$ cat config.mk
export PLATFORM = sky130hd
export DESIGN_NAME = ps_head_collector
export DESIGN_NICKNAME = d
export VERILOG_FILES = /design/src/rtl/ps_head_collector.sv
export SDC_FILE = /design/constraint.sdc
export NUM_CORES = 1
export LEC_CHECK = 0
export CAP_MARGIN = 20
export CORE_MARGIN = 2
export CORE_UTILIZATION = 45
export DETAILED_ROUTE_END_ITERATION = 8
export GPL_TIMING_DRIVEN = 0
export PLACE_DENSITY = 0.77
export SLEW_MARGIN = 40
export SYNTH_ARGS = -nofsm -noshare
export SYNTH_HDL_FRONTEND = slang
export SYNTH_SLANG_ARGS = --single-unit
$ cat constraint.sdc
create_clock -name clk -period 3.2 [get_ports clk]
set_input_delay 0.48 -clock clk [delete_from_list [all_inputs] [get_ports clk]]
set_output_delay 0.48 -clock clk [all_outputs]
set_load 0.01 [all_outputs]
$ cat src/rtl/ps_head_collector.sv
// ps_head_collector: gathers one header packet from the head-extractor stream
// into a wide parallel register. The header is then offered on a single
// valid/ready handshake, together with its word count and an overflow flag.
// Optional build macro PS_HEAD_COLLECTOR_PREFETCH_EN adds a staging bank. The
// next header is collected into it while the output bank waits for the consumer.
module ps_head_collector #(
  parameter int DWIDTH = 8,
  parameter int HWORDS = 4,
  parameter int CWIDTH = $clog2(HWORDS + 1)
) (
  input  logic                     clk,
  input  logic                     reset_n,
  input  logic [DWIDTH-1:0]        s_dat,
  input  logic                     s_val,
  input  logic                     s_eop,
  output logic                     s_rdy,
  output logic [HWORDS*DWIDTH-1:0] hdr,
  output logic [CWIDTH-1:0]        hdr_len,
  output logic                     hdr_ovf,
  output logic                     hdr_val,
  input  logic                     hdr_rdy
);

  localparam logic [CWIDTH-1:0] CMAX = CWIDTH'(HWORDS);

  // Writes one word into the slot selected by the word counter.
  function automatic logic [HWORDS*DWIDTH-1:0] put_word(
    input logic [HWORDS*DWIDTH-1:0] bank,
    input logic [CWIDTH-1:0]        slot,
    input logic [DWIDTH-1:0]        dat
  );
    logic [HWORDS*DWIDTH-1:0] r;
    r = bank;
    for (int k = 0; k < HWORDS; k++) begin
      if (slot == CWIDTH'(k)) r[k*DWIDTH +: DWIDTH] = dat;
    end
    return r;
  endfunction

  // Output bank, shared by both builds.
  logic [HWORDS*DWIDTH-1:0] hdr_q, hdr_d;
  logic [CWIDTH-1:0]        cnt_q, cnt_d;
  logic                     ovf_q, ovf_d;
  logic                     acc;

  assign acc     = s_val & s_rdy;
  assign hdr     = hdr_q;
  assign hdr_len = cnt_q;
  assign hdr_ovf = ovf_q;

`ifdef PS_HEAD_COLLECTOR_PREFETCH_EN

  logic                     oval_q, oval_d;
  logic [HWORDS*DWIDTH-1:0] stg_q, stg_d;
  logic [CWIDTH-1:0]        scnt_q, scnt_d;
  logic                     sovf_q, sovf_d;
  logic                     sfull_q, sfull_d;
  logic                     hs;
  logic                     to_stg;

  // Input stalls only while staging holds a complete header still waiting for the output bank.
  assign s_rdy   = ~sfull_q;
  assign hdr_val = oval_q;
  assign hs      = oval_q & hdr_rdy;
  // Once staging has started a packet, that packet finishes there, even if the output bank drains meanwhile.
  assign to_stg  = oval_q | sfull_q | (scnt_q != '0);

  // Next-state for the output and staging banks.
  always_comb begin
    hdr_d   = hdr_q;
    cnt_d   = cnt_q;
    ovf_d   = ovf_q;
    oval_d  = oval_q;
    stg_d   = stg_q;
    scnt_d  = scnt_q;
    sovf_d  = sovf_q;
    sfull_d = sfull_q;

    if ((hs || !oval_q) && sfull_q) begin
      hdr_d   = stg_q;
      cnt_d   = scnt_q;
      ovf_d   = sovf_q;
      oval_d  = 1'b1;
      stg_d   = '0;
      scnt_d  = '0;
      sovf_d  = 1'b0;
      sfull_d = 1'b0;
    end else begin
      if (hs) begin
        hdr_d  = '0;
        cnt_d  = '0;
        ovf_d  = 1'b0;
        oval_d = 1'b0;
      end else if (acc && !to_stg) begin
        if (cnt_q != CMAX) begin
          hdr_d = put_word(hdr_q, cnt_q, s_dat);
          cnt_d = cnt_q + CWIDTH'(1);
        end else begin
          ovf_d = 1'b1;
        end
        if (s_eop) oval_d = 1'b1;
      end

      if (acc && to_stg) begin
        if (scnt_q != CMAX) begin
          stg_d  = put_word(stg_q, scnt_q, s_dat);
          scnt_d = scnt_q + CWIDTH'(1);
        end else begin
          sovf_d = 1'b1;
        end
        if (s_eop) sfull_d = 1'b1;
      end
    end
  end

  // Register both banks and their valid flags.
  always_ff @(posedge clk or negedge reset_n) begin
    if (!reset_n) begin
      hdr_q   <= '0;
      cnt_q   <= '0;
      ovf_q   <= 1'b0;
      oval_q  <= 1'b0;
      stg_q   <= '0;
      scnt_q  <= '0;
      sovf_q  <= 1'b0;
      sfull_q <= 1'b0;
    end else begin
      hdr_q   <= hdr_d;
      cnt_q   <= cnt_d;
      ovf_q   <= ovf_d;
      oval_q  <= oval_d;
      stg_q   <= stg_d;
      scnt_q  <= scnt_d;
      sovf_q  <= sovf_d;
      sfull_q <= sfull_d;
    end
  end

`else

  typedef enum logic {COLLECT, HOLD} state_t;
  state_t state_q, state_d;

  assign s_rdy   = (state_q == COLLECT);
  assign hdr_val = (state_q == HOLD);

  // Next-state: fill slots while collecting, clear everything on output handshake.
  always_comb begin
    state_d = state_q;
    hdr_d   = hdr_q;
    cnt_d   = cnt_q;
    ovf_d   = ovf_q;
    case (state_q)
      COLLECT: begin
        if (acc) begin
          if (cnt_q != CMAX) begin
            hdr_d = put_word(hdr_q, cnt_q, s_dat);
            cnt_d = cnt_q + CWIDTH'(1);
          end else begin
            ovf_d = 1'b1;
          end
          if (s_eop) state_d = HOLD;
        end
      end
      HOLD: begin
        if (hdr_rdy) begin
          state_d = COLLECT;
          hdr_d   = '0;
          cnt_d   = '0;
          ovf_d   = 1'b0;
        end
      end
      default: state_d = COLLECT;
    endcase
  end

  // State and header registers.
  always_ff @(posedge clk or negedge reset_n) begin
    if (!reset_n) begin
      state_q <= COLLECT;
      hdr_q   <= '0;
      cnt_q   <= '0;
      ovf_q   <= 1'b0;
    end else begin
      state_q <= state_d;
      hdr_q   <= hdr_d;
      cnt_q   <= cnt_d;
      ovf_q   <= ovf_d;
    end
  end

`endif

endmodule

[Yosys cells after proc, flatten, opt, wreduce, memory -nomap -nowiden]
Index checks and enable logic that the tools add are counted.
Operators by class
  add/subtract/negate cells: 1
  $mul: 0
  div/mod/pow operators: 0
  magnitude comparators: 0
  equality and inequality tests: 12
  shift-type cells: 0
  muxes and demuxes: 20
  bitwise gates (word level): 2
  reductions and logical operators: 7
Operators with widths (number)
  $mux 32: 3
  $pmux 32 s2: 1
  $mux 8: 4
  $reduce_and 4->1: 4
  $ne 2x1->1 const B: 6
  $mux 3: 3
  $eq 3x2->1 const B: 2
  $mux 1: 6
  $pmux 3 s2: 1
  $reduce_and 3->1: 2
  $ne 2x2->1 const B: 2
  $pmux 1 s2: 2
  $add 3x1->3 const B: 1
  $eq 3x1->1 const B: 1
  $logic_not 3->1: 1
  $ne 3x3->1 const B: 1
  $and 1x1->1: 1
  $not 1->1: 1
Storage, ports and cells
  register bits: 37
  latch bits: 0
  bits in writable memories: 0
  memory bits (read-only): 0
  output and inout port bits: 38
  word-level logic and storage cells: 49
  memories: 0

[Logic depth before layout (Yosys ltp)]
Gate-level depths: netlist of the first run.
  depth after elaboration: 5
  mapped depth: 7

[Worst setup path before layout of the first run]
OpenSTA, ideal clock, no wires.
  path type: register -> register
  start: register cnt_q[0], in the netlist hdr_len[0]
  end: register hdr_q[5], in the netlist hdr[5]
  setup time: 0.122 ns
  arrival: 1.298 ns
  required time: 3.078 ns
  slack: 1.780 ns
  stages on the path, launching flop included: 8
  path buffers: 2
  clock period less this slack: 1.420 ns
  path through: dfrtp_1 inv_1 ha_1 nand4bb_1 buf_6 buf_12 o211ai_2 o21ai_2
Between the ends
  word-level cells in the longest chain between the ends: 3
  elaborated cells between the ends (all ways): 5
RTL lines
  from (decl): line 42  | logic [CWIDTH-1:0] cnt_q, cnt_d;
  from (signal assigned): line 187  | cnt_q <= cnt_d;
  $ne 3x3->1 / $logic_not 3->1 (equally long branches): line 156, 35
  $ne 2x1->1 (no line)
  $reduce_and 4->1 (no line) (*)
  to (signal assigned): line 186  | hdr_q <= hdr_d;
  to (decl): line 41  | logic [HWORDS*DWIDTH-1:0] hdr_q, hdr_d;
Mark *: on every way between the ends. The rest lies on a longest branch, timed or not.
A chain may end at the register's enable or synchronous reset.

[Final worst setup path of the first run]
  start: register state_q, in the netlist hdr_val
  end: output port s_rdy
Between the ends
  word-level cells in the longest chain between the ends: 1
RTL lines
  from (decl): line 142  | state_t state_q, state_d;
  from (signal assigned): line 185  | state_q <= state_d;
  $not 1->1
  to (decl): line 16  | output logic s_rdy,
Every way passes these cells.

==> impl_results.md, run 1 <==
- Clock-pin slew on the worst setup and hold paths: 0.07 ns
- Hpwl dp: 3.21 mm
- Residual DRC count: 0
- Max Cap Viol: 0
- Commonest non-fill, non-tap cell in the layout: clkdlybuf4s50_1
- FMAX: 443 MHz
- Final wirelength: 4.11 mm
- PortBufs: 50
- Clk_lat worst skew: 0.29 ns
- Ant diodes: 0
- Period utilisation layout: 70.6%
- Hold Crit Class: input port to asynchronous set/reset pin
- Synth Area in Simple Gates: 7.04%
- VDD IR max: 395 uV
- Max Slew Vio Count: 0
- Setup slack at placement: 1.25 ns
- Row Count: 22
- Die width: 66.5 um
- Mapped Cells: 152
- Final Hold Fails: 0
- Layout area overhead: 39.7%
- First drt pass iteration count: 4
- CP delay by family, top: buffers and inverters
- Yosys top cell by area: dfrtp_1
- Num CTS Buffers: 5
- Part of the Yosys area used for sequential elements: 52.6%
- Synthesis warning total: 0
- RSZ-0062 raised after global routing: no
- Tmin final: 2.26 ns
- Post-CTS Setup Bufs: 0
- CP bufs+invs: 4
- Gpl congestion: 0.833
- Routed len/inst: 15.9 um
- Cell area after synthesis: 1760 um^2
- Total global-route track usage: 21.1%
- Post_cts resized: 0
- Initial antenna violation count: 0
- Die footprint: 4430 um^2
- CP required: 2.72 ns
- Syn nets: 170
- Initial core utilization: 47.3%
- #FFs+latches synth: 37
- Post-synthesis cell type count: 25
- Max Clock Skew: 0.00699 ns
- I/O Pins: 51
- Adder-cell share of the synthesized area: 3.56%
- Worst-path fanout max: 10
- Largest family of logic cells by synthesized area: compound AO/OA/AOI/OAI gates
- Syn avg cell area: 11.6 um^2
- TritonCTS Sinks: 37
- Hold WS: 0.0992 ns
- Final nets: 228
- Status: completed
- Max_slew headroom: 75.4%
- Vias in the first global route: 1437
- Compound-cell area share of the yosys netlist: 22.8%
- Vias: 1388
- Cts hold-fix bufs: 0
- Slowest Stage Delay on Critical Path: 0.54 ns
- Synth Area in XOR/XNOR: 0%
- Mux contribution to synthesized area: 5.12%
- First-pass GRT wire length: 6.93 mm
- Root Buffer: clkbuf_8
- CP Class: flip-flop to primary output
- Die Span Y: 66.5 um
- Final Util: 66.1%
- Fin area: 2460 um^2
- Vias/cell: 5.36
- Crit start category: flip-flop
- Pwr per Cell Area: 878 nW/um^2
- Largest net degree at the start of global routing: 25
- Slew of the pin with the lowest slew margin: 0.370 ns
- Clock Path Buffers: 2
- Total grt overflow: 0
- Leak: 1.13 nW
- Most frequent cells in the layout: 49 x clkdlybuf4s50_1, 37 x dfrtp_1, 22 x o211ai_1
- Synth top area cells: dfrtp_1 53%, o211ai_1 9.4%, mux2i_1 5.1%
- Critical Path, Cell by Cell: buf_6 -> inv_2 -> buf_4 -> clkdlybuf4s50_1
- Instance count on the critical path: 4
- Setup TNS: 0 ns
- CP max stage cell: clkdlybuf4s50_1
- Fin worst setup slack: 0.942 ns
- CORE AREA: 3720 um^2
- H-tree levels: 2
- Share of layout cells above drive strength 1: 16.6%
- Placed instance area: 2340 um^2
- CTS tree: done
- Final setup viols: 0
- WP data arrival: 1.78 ns
- Top cell type's share of synthesized area: 52.6%
- DRT iter0 DRCs: 55
- Post-route ant nets: 0
- Fillers: 305
- CP endpoint kind: primary output
- Worst Reg2Reg Path Length in Cells: 5
area by class of cell:
type | instances | area (um^2) | area share (%)
Inverter | 14 | 52.6 | 2.14
Timing Repair Buffer | 51 | 523 | 21.3
Clock buffer | 5 | 68.8 | 2.80
Multi-Input combinational cell | 90 | 678 | 27.6
Buffer | 11 | 103 | 4.18
Clock inverter | 3 | 46.3 | 1.88
Sequential cell | 37 | 926 | 37.7
Tap cell | 48 | 60.1 | 2.44
power breakdown:
| group | total, W | leakage [nW] | switching, W | internal (W) |
|---|---|---|---|---|
| logic | 0.000954 | 0.580 | 0.000410 | 0.000544 |
| clock network | 0.000403 | 0.0543 | 0.000170 | 0.000233 |
| registers | 0.000800 | 0.491 | 0.000141 | 0.000658 |
sequential cells by signal, indices dropped and copies added (netlist names):
register  count
hdr_len       3
hdr          32
hdr_ovf       1
hdr_val       1
cells by family (layout without fill, tap and decap cells):
group,after synthesis,count (layout)
buffers and inverters,25,84
AND/OR/NAND/NOR,20,20
flip-flops,37,37
adder cells (fa/ha/maj),5,5
AO/OA/AOI/OAI,56,56
multiplexers,9,9
path summary, 6_finish.rpt:
| kind | from | to | slack (ns) |
|---|---|---|---|
| hold reg to reg | hdr[10]$_DFFE_PN0P_ | hdr[10]$_DFFE_PN0P_ | 0.53 |
| min in group clk | hdr[10]$_DFFE_PN0P_ | hdr[10]$_DFFE_PN0P_ | 0.53 |
| max in group asynchronous | reset_n | hdr[19]$_DFFE_PN0P_ | 2.67 |
| hold / removal | reset_n | hdr_len[0]$_DFFE_PN0P_ | 0.1 |
| setup / recovery | hdr_val$_DFF_PN0_ | s_rdy | 0.94 |
| setup reg to reg | hdr_len[0]$_DFFE_PN0P_ | hdr[31]$_DFFE_PN0P_ | 1.60 |
synth_stat cells, drive strengths merged:
cell type,count
or2,1
a21boi,1
ha,5
dfrtp,37
o21ai,25
buf,11
a21oi,2
and2b,1
o211ai,24
a31oi,2
nor2b,1
nand4bb,3
inv,14
a22o,1
nand2,12
o22ai,1
nand3,1
or2b,1
mux2i,9
worst reg2reg max path, stage by stage (launching register included):
cell and delay, ns:
dfrtp_1 0.47, inv_1 0.11, ha_1 0.28, a21boi_4 0.25, nand3_4 0.19, mux2i_1 0.21
routing by layer:
| layer | up-vias | track usage (%) | wire length [um] |
|---|---|---|---|
| met1 | 689 | 26.7 | 1780 |
| met5 | - | 0 | 0 |
| met3 | 6 | 3.04 | 149 |
| met4 | 0 | 8.42 | 63 |
| li1 | 659 | - | - |
| met2 | 34 | 36.3 | 2110 |
per-stage QoR:
stage,total power (W),instances
floorplan,0.00124,152
global placement,0.00172,250
detailed placement,0.00177,251
CTS,0.00217,259
global route,0.00230,259
finish,0.00216,259
No activity file was read; power rests on OpenSTA's default activity.
==> run 2: changes to the inputs <==
Settings changed: CORE_UTILIZATION 45 to 42, PLACE_DENSITY 0.77 to 0.76.
Clock period 3.2 ns to 1.9 ns, I/O delays scaled along.
==> impl_results.md, run 2 (synthesis gave the netlist of run 1 again) <==
- Layout area overhead: 40.8%
- Vias in the first global route: 1333
- First-pass GRT wire length: 6.82 mm
- Max reg flops: 32
- Vias: 1383
- Final setup viols: 0
- CTS tree: done
- Gpl congestion: 0.804
- Worst r2r src: hdr_len[0]$_DFFE_PN0P_
- PortBufs: 50
- Placed instance area: 2340 um^2
- Max Clock Skew: 0.00467 ns
- CP max stage cell: dfrtp_1
- Total global-route track usage: 20.0%
- Pwr per Cell Area: 1470 nW/um^2
- Routed len/inst: 15.8 um
- Most used cell, CP: buf_6
- Gate power share: 43.6%
- Initial core utilization: 43.7%
- Fillers: 338
- Vias/cell: 5.28
- Sw Ratio: 32.9%
- Period utilisation layout: 88.9%
- Hold Crit Class: input port to asynchronous set/reset pin
- Hold WS: 0.462 ns
- Clock Path Buffers: 2
- Clk_lat worst skew: 0.29 ns
- Post-route ant nets: 0
- Commonest non-fill, non-tap cell in the layout: clkdlybuf4s50_1
- Most frequent cells in the layout: 48 x clkdlybuf4s50_1, 37 x dfrtp_1, 22 x o211ai_1
- Num CTS Buffers: 5
- Max_slew headroom: 70.7%
- Die width: 68.7 um
- Setup slack, reg-to-reg: 0.35 ns
- Critical Path, Cell by Cell: buf_6 -> inv_4 -> buf_6 -> dlygate4sd2_1
- Final wirelength: 4.14 mm
- Final Hold Fails: 0
- Die footprint: 4720 um^2
- Status: completed
- Reg power frac: 36.9%
- Reg area: 926 um^2
- Post-CTS Setup Bufs: 0
- WP data arrival: 1.40 ns
- Residual DRC count: 0
- Total grt overflow: 0
- Final Util: 61.5%
- RSZ-0062 raised after global routing: no
- Slew of the pin with the lowest slew margin: 0.439 ns
- Max Cap Viol: 0
- Die Span Y: 68.7 um
- Largest net degree at the start of global routing: 22
- Hpwl dp: 3.04 mm
- Ant diodes: 0
- Max Slew Vio Count: 0
- Root Buffer: clkbuf_8
- VDD IR max: 741 uV
- Row Count: 23
- Clock-pin slew on the worst setup and hold paths: 0.07 ns
- FMAX: 592 MHz
- CP bufs+invs: 4
- Total power draw: 0.00365 W
- Switching pwr: 0.00120 W
- Pint: 0.00245 W
- H-tree levels: 2
- Final nets: 229
- I/O Pins: 51
- Fin area: 2480 um^2
- Multi-input combinational cell area: 678 um^2
- DRT iter0 DRCs: 89
- Initial antenna violation count: 0
- CP required: 1.62 ns
- First drt pass iteration count: 4
- Worst Reg2Reg Path Length in Cells: 5
- CP Class: flip-flop to primary output
- Slowest Stage Delay on Critical Path: 0.41 ns
- Crit start category: flip-flop
- CP delay by family, top: buffers and inverters
- Clk pwr share: 19.5%
- Crit Reg-Reg Endpoint: hdr[27]$_DFFE_PN0P_
- Tmin final: 1.69 ns
- Share of layout cells above drive strength 1: 16.0%
- CP endpoint kind: primary output
- Worst-path fanout max: 10
- TritonCTS Sinks: 37
- CORE AREA: 4030 um^2
- Leak: 1.14 nW
==> run 2: power by group through the flow <==
stage / logic [W] / clock network (W) / registers [W]
2_1_floorplan: 0.000621 / 0 / 0.00147
3_3_place_gp: 0.00156 / 0 / 0.00135
3_5_place_dp: 0.00160 / 0 / 0.00136
4_1_cts: 0.00161 / 0.000714 / 0.00135
5_1_grt: 0.00175 / 0.000755 / 0.00139
6_report: 0.00159 / 0.000712 / 0.00135
==> run 2: worst max-delay path by stage <==
stage,cells after the start,end,slack (ns),start
6_report,4,s_rdy,0.21,hdr_val$_DFF_PN0_
5_1_grt,4,s_rdy,0.14,hdr_val$_DFF_PN0_
4_1_cts,1,hdr_len[2],0.20,hdr_len[2]$_DFFE_PN0P_
3_5_place_dp,4,s_rdy,0.17,hdr_val$_DFF_PN0_
3_3_place_gp,1,hdr[31]$_DFFE_PN0P_,-0.31,reset_n
2_1_floorplan,7,hdr[5]$_DFFE_PN0P_,0.48,hdr_len[0]$_DFFE_PN0P_
==> run 2: worst reg2reg max path, delay by kind of cell, from the launching register on <==
kind | cells | cell delay (ns)
buffers and inverters | 1 | 0.10
AOI/OAI and AO/OA | 1 | 0.23
DFF | 1 | 0.47
muxes | 1 | 0.16
adders and majority gates | 1 | 0.29
and+or+nand+nor | 1 | 0.19
==> run 2: final cells by class <==
| class | instances | share of cell area [%] |
|---|---|---|
| Buffer | 11 | 4.30 |
| Clock buffer | 7 | 3.49 |
| Clock inverter | 1 | 1.21 |
| Inverter | 14 | 2.22 |
| Multi-Input combinational cell | 90 | 27.4 |
| Sequential cell | 37 | 37.4 |
| Tap cell | 50 | 2.53 |
| Timing Repair Buffer | 52 | 21.5 |
==> run 2: metrics by stage <==
| stage | setup slack [ns] | instances | setup TNS, ns |
|---|---|---|---|
| floorplan | 0.480 | 152 | 0 |
| CTS | 0.201 | 262 | 0 |
| global placement | -0.315 | 252 | -11.57 |
| global route | 0.137 | 262 | 0 |
| finish | 0.210 | 262 | 0 |
| detailed placement | 0.171 | 253 | 0 |
==> run 2: what timing repair did <==
action	in CTS	in global routing
gates resized for setup	3	0
hold endpoints to repair	16	0
hold buffers	1	0
endpoints found under the setup margin	1	0
==> run 2: metal layers <==
layer | global-route usage [%] | share of wire, %
met3 | 6.49 | 5.6
met4 | 5.88 | 1.1
met2 | 30.0 | 46
met1 | 27.6 | 47
met5 | 0 | 0
